### src/rtl/fg_prog_sequencer.sv
// Floating-gate programming sequencer for one analog island: it applies timed
// injection pulses to one device per command and then returns the island to run mode.
module fg_prog_sequencer #(
    parameter int unsigned DRAIN_BITS = 5,
    parameter int unsigned GATE_BITS  = 2,
    parameter int unsigned SETTLE_CYC = 16,
    parameter int unsigned GAP_CYC    = 8,
    parameter int unsigned PW_W       = 8,
    parameter int unsigned NP_W       = 6
) (
    input  logic                  clk,
    input  logic                  rst_n,
    input  logic                  cmd_valid,
    output logic                  cmd_ready,
    input  logic [DRAIN_BITS-1:0] cmd_drain,
    input  logic [GATE_BITS-1:0]  cmd_gate,
    input  logic [PW_W-1:0]       cmd_pw,
    input  logic [NP_W-1:0]       cmd_np,
    input  logic                  abort,
    output logic [DRAIN_BITS-1:0] drain_b,
    output logic [GATE_BITS-1:0]  gate_b,
    output logic                  drain_en,
    output logic                  gate_en,
    output logic                  prog,
    output logic                  run,
    output logic                  vg_sel,
    output logic                  busy,
    output logic                  done,
    output logic                  aborted,
    output logic [NP_W-1:0]       pulse_cnt
);

    localparam int unsigned PW_MAX  = (1 << PW_W) - 1;
    localparam int unsigned SG_MAX  = (SETTLE_CYC > GAP_CYC) ? SETTLE_CYC : GAP_CYC;
    localparam int unsigned CNT_MAX = (SG_MAX > PW_MAX) ? SG_MAX : PW_MAX;
    localparam int unsigned CNT_W   = $clog2(CNT_MAX + 1);

    localparam logic [CNT_W-1:0] SETTLE_LOAD = CNT_W'(SETTLE_CYC - 1);
    localparam logic [CNT_W-1:0] GAP_LOAD    = CNT_W'(GAP_CYC - 1);

    typedef enum logic [2:0] {
        S_IDLE,
        S_SETUP,
        S_PULSE,
        S_GAP,
        S_RECOVER
    } state_t;

    state_t           state, state_nx;
    logic [CNT_W-1:0] cnt, cnt_nx;
    logic [PW_W-1:0]  pw_q;
    logic [NP_W-1:0]  np_q;
    logic             ab_q, ab_nx;
    logic             accept, pc_inc, done_nx;
    logic             prog_d, run_d, vg_sel_d, gate_en_d, drain_en_d;
    logic             busy_d, ready_d, aborted_d;

    assign accept = cmd_valid && cmd_ready;

    always_ff @(posedge clk or negedge rst_n) begin
        if (!rst_n) begin
            state     <= S_IDLE;
            cnt       <= '0;
            pw_q      <= '0;
            np_q      <= '0;
            ab_q      <= 1'b0;
            drain_b   <= '0;
            gate_b    <= '0;
            drain_en  <= 1'b0;
            gate_en   <= 1'b0;
            prog      <= 1'b0;
            run       <= 1'b1;
            vg_sel    <= 1'b0;
            busy      <= 1'b0;
            done      <= 1'b0;
            aborted   <= 1'b0;
            cmd_ready <= 1'b1;
            pulse_cnt <= '0;
        end else begin
            state     <= state_nx;
            cnt       <= cnt_nx;
            ab_q      <= ab_nx;
            drain_en  <= drain_en_d;
            gate_en   <= gate_en_d;
            prog      <= prog_d;
            run       <= run_d;
            vg_sel    <= vg_sel_d;
            busy      <= busy_d;
            done      <= done_nx;
            aborted   <= aborted_d;
            cmd_ready <= ready_d;
            if (accept) begin
                pw_q      <= (cmd_pw == '0) ? PW_W'(1) : cmd_pw;
                np_q      <= cmd_np;
                pulse_cnt <= '0;
                // A zero-pulse command must leave the island pins untouched.
                if (cmd_np != '0) begin
                    drain_b <= cmd_drain;
                    gate_b  <= cmd_gate;
                end
            end else if (pc_inc) begin
                pulse_cnt <= pulse_cnt + NP_W'(1);
            end
        end
    end

    always_comb begin
        state_nx = state;
        cnt_nx   = (cnt != '0) ? cnt - CNT_W'(1) : cnt;
        ab_nx    = ab_q;
        pc_inc   = 1'b0;
        done_nx  = 1'b0;
        unique case (state)
            S_IDLE: begin
                cnt_nx = cnt;
                if (accept) begin
                    ab_nx = 1'b0;
                    if (cmd_np == '0) begin
                        done_nx = 1'b1;
                    end else begin
                        state_nx = S_SETUP;
                        cnt_nx   = SETTLE_LOAD;
                    end
                end
            end
            S_SETUP: begin
                if (abort) begin
                    state_nx = S_RECOVER;
                    cnt_nx   = SETTLE_LOAD;
                    ab_nx    = 1'b1;
                end else if (cnt == '0) begin
                    state_nx = S_PULSE;
                    cnt_nx   = CNT_W'(pw_q) - CNT_W'(1);
                end
            end
            S_PULSE: begin
                // The final pulse cycle still counts as a completed pulse even if aborted.
                if (cnt == '0) begin
                    pc_inc = 1'b1;
                    if (abort || (pulse_cnt + NP_W'(1)) == np_q) begin
                        state_nx = S_RECOVER;
                        cnt_nx   = SETTLE_LOAD;
                    end else begin
                        state_nx = S_GAP;
                        cnt_nx   = GAP_LOAD;
                    end
                    if (abort) ab_nx = 1'b1;
                end else if (abort) begin
                    state_nx = S_RECOVER;
                    cnt_nx   = SETTLE_LOAD;
                    ab_nx    = 1'b1;
                end
            end
            S_GAP: begin
                if (abort) begin
                    state_nx = S_RECOVER;
                    cnt_nx   = SETTLE_LOAD;
                    ab_nx    = 1'b1;
                end else if (cnt == '0) begin
                    state_nx = S_PULSE;
                    cnt_nx   = CNT_W'(pw_q) - CNT_W'(1);
                end
            end
            S_RECOVER: begin
                if (cnt == '0) begin
                    state_nx = S_IDLE;
                    done_nx  = 1'b1;
                end
            end
            default: begin
                state_nx = S_IDLE;
                cnt_nx   = '0;
            end
        endcase
    end

    // Outputs decode the upcoming state so every island control is a plain flop.
    always_comb begin
        prog_d     = (state_nx == S_SETUP) || (state_nx == S_PULSE) || (state_nx == S_GAP);
        run_d      = !prog_d;
        vg_sel_d   = prog_d;
        gate_en_d  = prog_d;
        drain_en_d = (state_nx == S_PULSE);
        busy_d     = (state_nx != S_IDLE);
        ready_d    = (state_nx == S_IDLE);
        aborted_d  = done_nx && ab_nx;
    end

endmodule

### config.mk
export PLATFORM = sky130hd
export DESIGN_NAME = fg_prog_sequencer
export DESIGN_NICKNAME = d
export VERILOG_FILES = /design/src/rtl/fg_prog_sequencer.sv
export SDC_FILE = /design/constraint.sdc
export NUM_CORES = 1
export LEC_CHECK = 0
export CELL_PAD_IN_SITES_DETAIL_PLACEMENT = 0
export CELL_PAD_IN_SITES_GLOBAL_PLACEMENT = 1
export CORE_MARGIN = 2
export CORE_UTILIZATION = 40
export DETAILED_ROUTE_END_ITERATION = 16
export PLACE_DENSITY = 0.86
export SLEW_MARGIN = 25
export SYNTH_ARGS = -nofsm -noshare
export SYNTH_HDL_FRONTEND = slang
export SYNTH_SLANG_ARGS = --single-unit
### constraint.sdc
create_clock -name clk -period 2.5 [get_ports clk]
set_clock_uncertainty 0.05 [all_clocks]
set_input_delay 0.5 -clock clk [delete_from_list [all_inputs] [get_ports clk]]
set_output_delay 0.5 -clock clk [all_outputs]
set_load 0.005 [all_outputs]
==> results of run 1 <==
-- per-layer routing --
metal / wire (um) / GRT usage, % / vias up
li1: - / - / 1077
met1: 2790 / 23.8 / 1034
met2: 2630 / 26.4 / 58
met3: 250 / 3.31 / 4
met4: 69 / 4.76 / 0
met5: 0 / 0 / -
-- stage by stage --
| step | setup WS [ps] | utilization, % |
|---|---|---|
| 4_1_cts | 328 | 51.5 |
| 3_5_place_dp | 165 | 50.1 |
| 5_1_grt | 194 | 51.5 |
| 3_3_place_gp | 207 | 50.1 |
| 2_1_floorplan | 428 | - |
| 6_report | 350 | 51.5 |
-- layout make-up --
cell class,instances,area share (%)
repair buffers,57,16.8
clock inverters,1,0.153
inverters,6,0.689
clock buffers,7,2.64
multi-input cells,212,41.5
well taps,77,2.95
flip-flops and latches,46,35.3
-- state kept, by name (all words and copies together) (netlist names) --
name and flops:
state 3, pw_q 8, done 1, drain_b 5, vg_sel 1, busy 1
pulse_cnt 6, aborted 1, ab_q 1, gate_b 2, cnt 8, run 1
np_q 6, cmd_ready 1, drain_en 1
-- report_power, final --
group | internal, mW | total [mW] | switching, mW | leakage (nW)
Sequential | 1.01 | 1.24 | 0.228 | 0.574
Clock | 0.223 | 0.466 | 0.243 | 0.0482
Combinational | 0.714 | 1.43 | 0.713 | 0.758
Total | 1.95 | 3.13 | 1.18 | 1.38
-- cells in the final DEF, fill, tap and decap left out, types with 4 or more instances in the layout --
| master | synthesis | routed |
|---|---|---|
| a21oi_1 | 12 | 12 |
| buf_4 | 3 | 10 |
| clkbuf_8 | 0 | 6 |
| clkdlybuf4s50_1 | 0 | 45 |
| dfrtp_1 | 44 | 44 |
| ha_1 | 4 | 4 |
| inv_1 | 6 | 6 |
| mux2_2 | 7 | 7 |
| nand2_1 | 52 | 52 |
| nand2b_1 | 8 | 8 |
| nand3_1 | 4 | 4 |
| nor2_1 | 21 | 21 |
| nor3_1 | 13 | 13 |
| o21ai_0 | 8 | 8 |
| o21ai_1 | 5 | 5 |
| o31ai_1 | 4 | 4 |
| xnor2_1 | 10 | 10 |
| xor2_1 | 8 | 8 |
-- kinds of logic (layout without fill, tap and decap cells) --
kind of cell | count (synthesis) | in the layout | share of synthesized area, %
compound gates | 61 | 61 | 17.6
xor+xnor | 18 | 18 | 6.03
fa+ha+maj | 5 | 5 | 2.30
buf+inv | 22 | 71 | 3.97
flops | 46 | 46 | 44.1
mux | 8 | 8 | 3.40
simple gates | 120 | 120 | 22.5
-- worst register-to-register path, stage by stage, from the launching register on --
cell	delay, ps
dfrtp_1	420
inv_1	130
ha_1	200
nor3b_2	170
buf_4	170
nand3_2	80
nor4b_2	320
a21oi_2	150
a2111o_1	350
-- how the worst max path moves through the flow --
| stage | cells past startpoint | to | slack, ps | startpoint |
|---|---|---|---|---|
| final | 8 | busy$_DFF_PN0_ | 350 | cnt[0]$_DFFE_PN0P_ |
| after global routing | 8 | busy$_DFF_PN0_ | 190 | cnt[0]$_DFFE_PN0P_ |
| after detailed placement | 6 | drain_b[0]$_DFFE_PN0P_ | 160 | cmd_np[0] |
| after CTS | 8 | busy$_DFF_PN0_ | 330 | cnt[0]$_DFFE_PN0P_ |
| after floorplan | 7 | busy$_DFF_PN0_ | 430 | cnt[0]$_DFFE_PN0P_ |
| after global placement | 6 | drain_b[4]$_DFFE_PN0P_ | 210 | cmd_np[1] |
==> results.cfg, run 1 <==
[run_status]
outcome = finished, final reports clean

[job]
cap_violations = 0

[final_layout]
final_net_count = 357
diodes = 0
multi_input_area_mm2 = 0.00136
seq_area_mm2 = 0.00115
fin_cells = 406
area_delta_synth_final_pct = 25.1
fillCellCount = 596
fin_area_mm2 = 0.00327
drive_above_1_share_pct = 12.2

[logic_synthesis]
ys_top_cells_by_area = dfrtp_1 42%, nand2_1 7.5%, xnor2_1 3.4%
synthesis.nets = 309
yosysTopAreaCellShare_pct = 42.1
synthDistinctLibCells = 64
synthesis.area_mm2 = 0.00261
synth_cells = 280
synth_ff_type = dfrtp_1
seq_area_frac_synth_pct = 44.1
yosys_register_bits = 46
yosysTopAreaCell = dfrtp_1
synth_edf_count = 0
synth_most_common_cell = nand2_1
synth_common_cells = 52 x nand2_1, 44 x dfrtp_1, 21 x nor2_1, 13 x nor3_1, 12 x a21oi_1
syn_avg_cell_area_um2 = 9.33
async_reset_ff_share_pct = 100
synth_warnings = 0

[power]
leakage_nw = 1.38
power.density_mw_per_mm2 = 957
power_mw = 3.13
peakVddDrop_v = 0.000493

[timing]
tns_ps = 0
slew_viol_final = 0
min_period_ps = 2150
setup_viol = 0
period_share_pct = 86.0
tightest_slew_ps = 560
finalHoldViolations = 0
slew_headroom_pct = 62.6
rsz0062_at_grt = false
max_freq_mhz = 465
whs_ps = 134

[grt]
grt_overflow_total = 0
grt_use_total_pct = 16.8
antenna_found_initial = 0
grt_max_degree = 25
grt_pass1_vias = 2129
grt_pass1_wl_mm = 9.82

[setup_path]
path_max_fanout = 8
r2r_slack_ps = 350
crit_family = simple AND/OR/NAND/NOR gates
critPathKind = reg2reg
arrival_ps = 2280
rr_endpoint = busy$_DFF_PN0_
worstPathCellList = inv_1 > ha_1 > nor3b_2 > buf_4 > nand3_2 > nor4b_2 > a21oi_2 > a2111o_1
reg2reg_from = cnt[0]$_DFFE_PN0P_
worstPathRequired_ps = 2630
cp.buffers_inverters = 2
slowest_delay_ps = 420
cp-end-kind = flip-flop
start_kind = flip-flop
reg2reg_depth = 8
slowest_stage = dfrtp_1

[clocking]
clockBufferDepth = 2
post_cts_buffers = 0
ctsHoldBuffers = 0
clock_latency_ps = 290
htree_levels = 2
cts_made_buffers = 5
root_buffer = clkbuf_8
cts_tree = yes
cts-resized-gates = 0
clkTransAtPathRegs_ps = 80
cts.sinks = 46

[place]
dpl-instance-area_mm2 = 0.00318
port_buffers = 46
hpwl_mm = 4.40
dp_cells = 398
gp_congestion = 0.875

[routing]
wl_per_cell_um = 14.1
vias_per_cell = 5.35
drtIter0Drc = 158
detail-route-antenna-nets = 0
vias = 2173
wl_mm = 5.73
dr.pass1.iters = 4
route.detailed.drc = 0

[floorplan]
num_rows = 29
pin_count = 47
dieWidth_um = 84.8
core_area_mm2 = 0.00635
die_area_mm2 = 0.00720
initial_core_util_pct = 41.2
dieHeight_um = 84.8

[min_path]
hold_path.class = in2async
Note: power is estimated with default switching activity, not from simulation.
==> run 2, diff against run 1 <==
- PLACE_DENSITY: 0.86 -> 0.78
==> run 2 against run 1 <==
Against the previous run:
- fmax shrank 2.6%
- clock-buffer cell count is 1 higher
- largest cell class unchanged
- global-route usage is 0.77 points higher
- worst hold slack better by 74 ps
- via count rose by 0.69%
- core utilization grew 0.099 points
- largest power group unchanged
- first-iteration DRC count grew 11%
- combinational power about the same
- cell area rose by 0.19%
==> results.cfg, run 2 (same netlist as run 1, synthesis figures left out) <==
[run_status]
outcome = finished, final reports clean

[final_layout]
area_delta_synth_final_pct = 25.4
drive_above_1_share_pct = 12.5
fin_area_mm2 = 0.00328
diodes = 0
largestRegisters = cnt x8, pw_q x8
post-route-util_pct = 51.6
final_common_cell = nand2_1
final_cell_mix = 52 x nand2_1, 45 x clkdlybuf4s50_1, 44 x dfrtp_1, 21 x nor2_1, 13 x nor3_1
final_net_count = 357

[clocking]
cts_tree = yes
cts_made_buffers = 5
post_cts_buffers = 0
ctsHoldBuffers = 0
cts.sinks = 46
cts-resized-gates = 0
clkTransAtPathRegs_ps = 90
htree_levels = 2
root_buffer = clkbuf_8
clock_latency_ps = 310
clockBufferDepth = 2

[timing]
period_share_pct = 88.3
tns_ps = 0
min_period_ps = 2210
rsz0062_at_grt = false
max_freq_mhz = 453
whs_ps = 207
setup_viol = 0
finalHoldViolations = 0
tightest_slew_ps = 612
slew_headroom_pct = 58.9
slew_viol_final = 0

[grt]
grt_pass1_wl_mm = 10.2
grt_max_degree = 47
antenna_found_initial = 0
grt_use_total_pct = 17.6
grt_overflow_total = 0
grt_pass1_vias = 2163

[setup_path]
start_kind = flip-flop
worstPathRequired_ps = 2640
arrival_ps = 2340
cp.buffers_inverters = 0
crit_family = simple AND/OR/NAND/NOR gates
critPathKind = reg2reg
cp-end-kind = flip-flop
reg2reg_from = cnt[4]$_DFFE_PN0P_
cp.depth = 5
rr_endpoint = busy$_DFF_PN0_
slowest_stage = nor4_4
path_max_fanout = 10
slowest_delay_ps = 620
r2r_slack_ps = 290
reg2reg_depth = 5
worstPathCellList = nor4_4 > nand3_2 > nor4b_2 > a21oi_2 > a2111o_1

[floorplan]
core_area_mm2 = 0.00635
initial_core_util_pct = 41.2
pin_count = 47
die_area_mm2 = 0.00720
dieHeight_um = 84.8
dieWidth_um = 84.8
num_rows = 29

[routing]
wl_per_cell_um = 14.3
detail-route-antenna-nets = 0
drtIter0Drc = 175
dr.pass1.iters = 4
route.detailed.drc = 0
wl_mm = 5.81
vias = 2188
vias_per_cell = 5.39

[place]
gp_congestion = 0.824
hpwl_mm = 4.26
dpl-instance-area_mm2 = 0.00317
port_buffers = 46

[min_path]
hold_path.class = in2async

[power]
power.density_mw_per_mm2 = 973
power_mw = 3.19
leakage_nw = 1.39
peakVddDrop_v = 0.000467

[job]
cap_violations = 0
==> run 2: worst reg2reg max path, cell delays in order, from the launching register on <==
cell,delay [ps]
dfrtp_1,440
nor4_4,620
nand3_2,130
nor4b_2,340
a21oi_2,150
a2111o_1,360
==> run 2: through the flow <==
stage               std cells  setup slack, ps
floorplan                 280              428
global placement          398              101
detailed placement        398              165
CTS                       406              285
global route              406             88.5
finish                    406              294
==> run 2: layout make-up <==
class	count	area, um2
Fill cell	596	3070
Multi-Input combinational cell	212	1360
Sequential cell	46	1150
Timing Repair Buffer	57	538
Clock buffer	8	110
Tap cell	77	96.3
Inverter	6	22.5
==> run 2: how the worst max path moves through the flow <==
stage / start / end
2_1_floorplan: cnt[0]$_DFFE_PN0P_ / busy$_DFF_PN0_
3_3_place_gp: cmd_np[1] / cnt[0]$_DFFE_PN0P_
3_5_place_dp: cmd_np[1] / cnt[0]$_DFFE_PN0P_
4_1_cts: cnt[0]$_DFFE_PN0P_ / busy$_DFF_PN0_
5_1_grt: cnt[0]$_DFFE_PN0P_ / busy$_DFF_PN0_
6_report: cnt[4]$_DFFE_PN0P_ / busy$_DFF_PN0_
==> run 2: power by group <==
group	switching [mW]	total [mW]	internal, mW
Sequential	0.233	1.24	1.01
Combinational	0.706	1.42	0.710
Clock	0.253	0.533	0.279
Total	1.19	3.19	2.00
==> run 2: layer usage <==
metal	GRT usage [%]	part of all wire, %	vias up
met2	26.3	46	44
met3	3.60	4.2	5
met1	24.7	48	1055
met4	7.79	1.1	0
met5	0	0	-
li1	-	-	1084
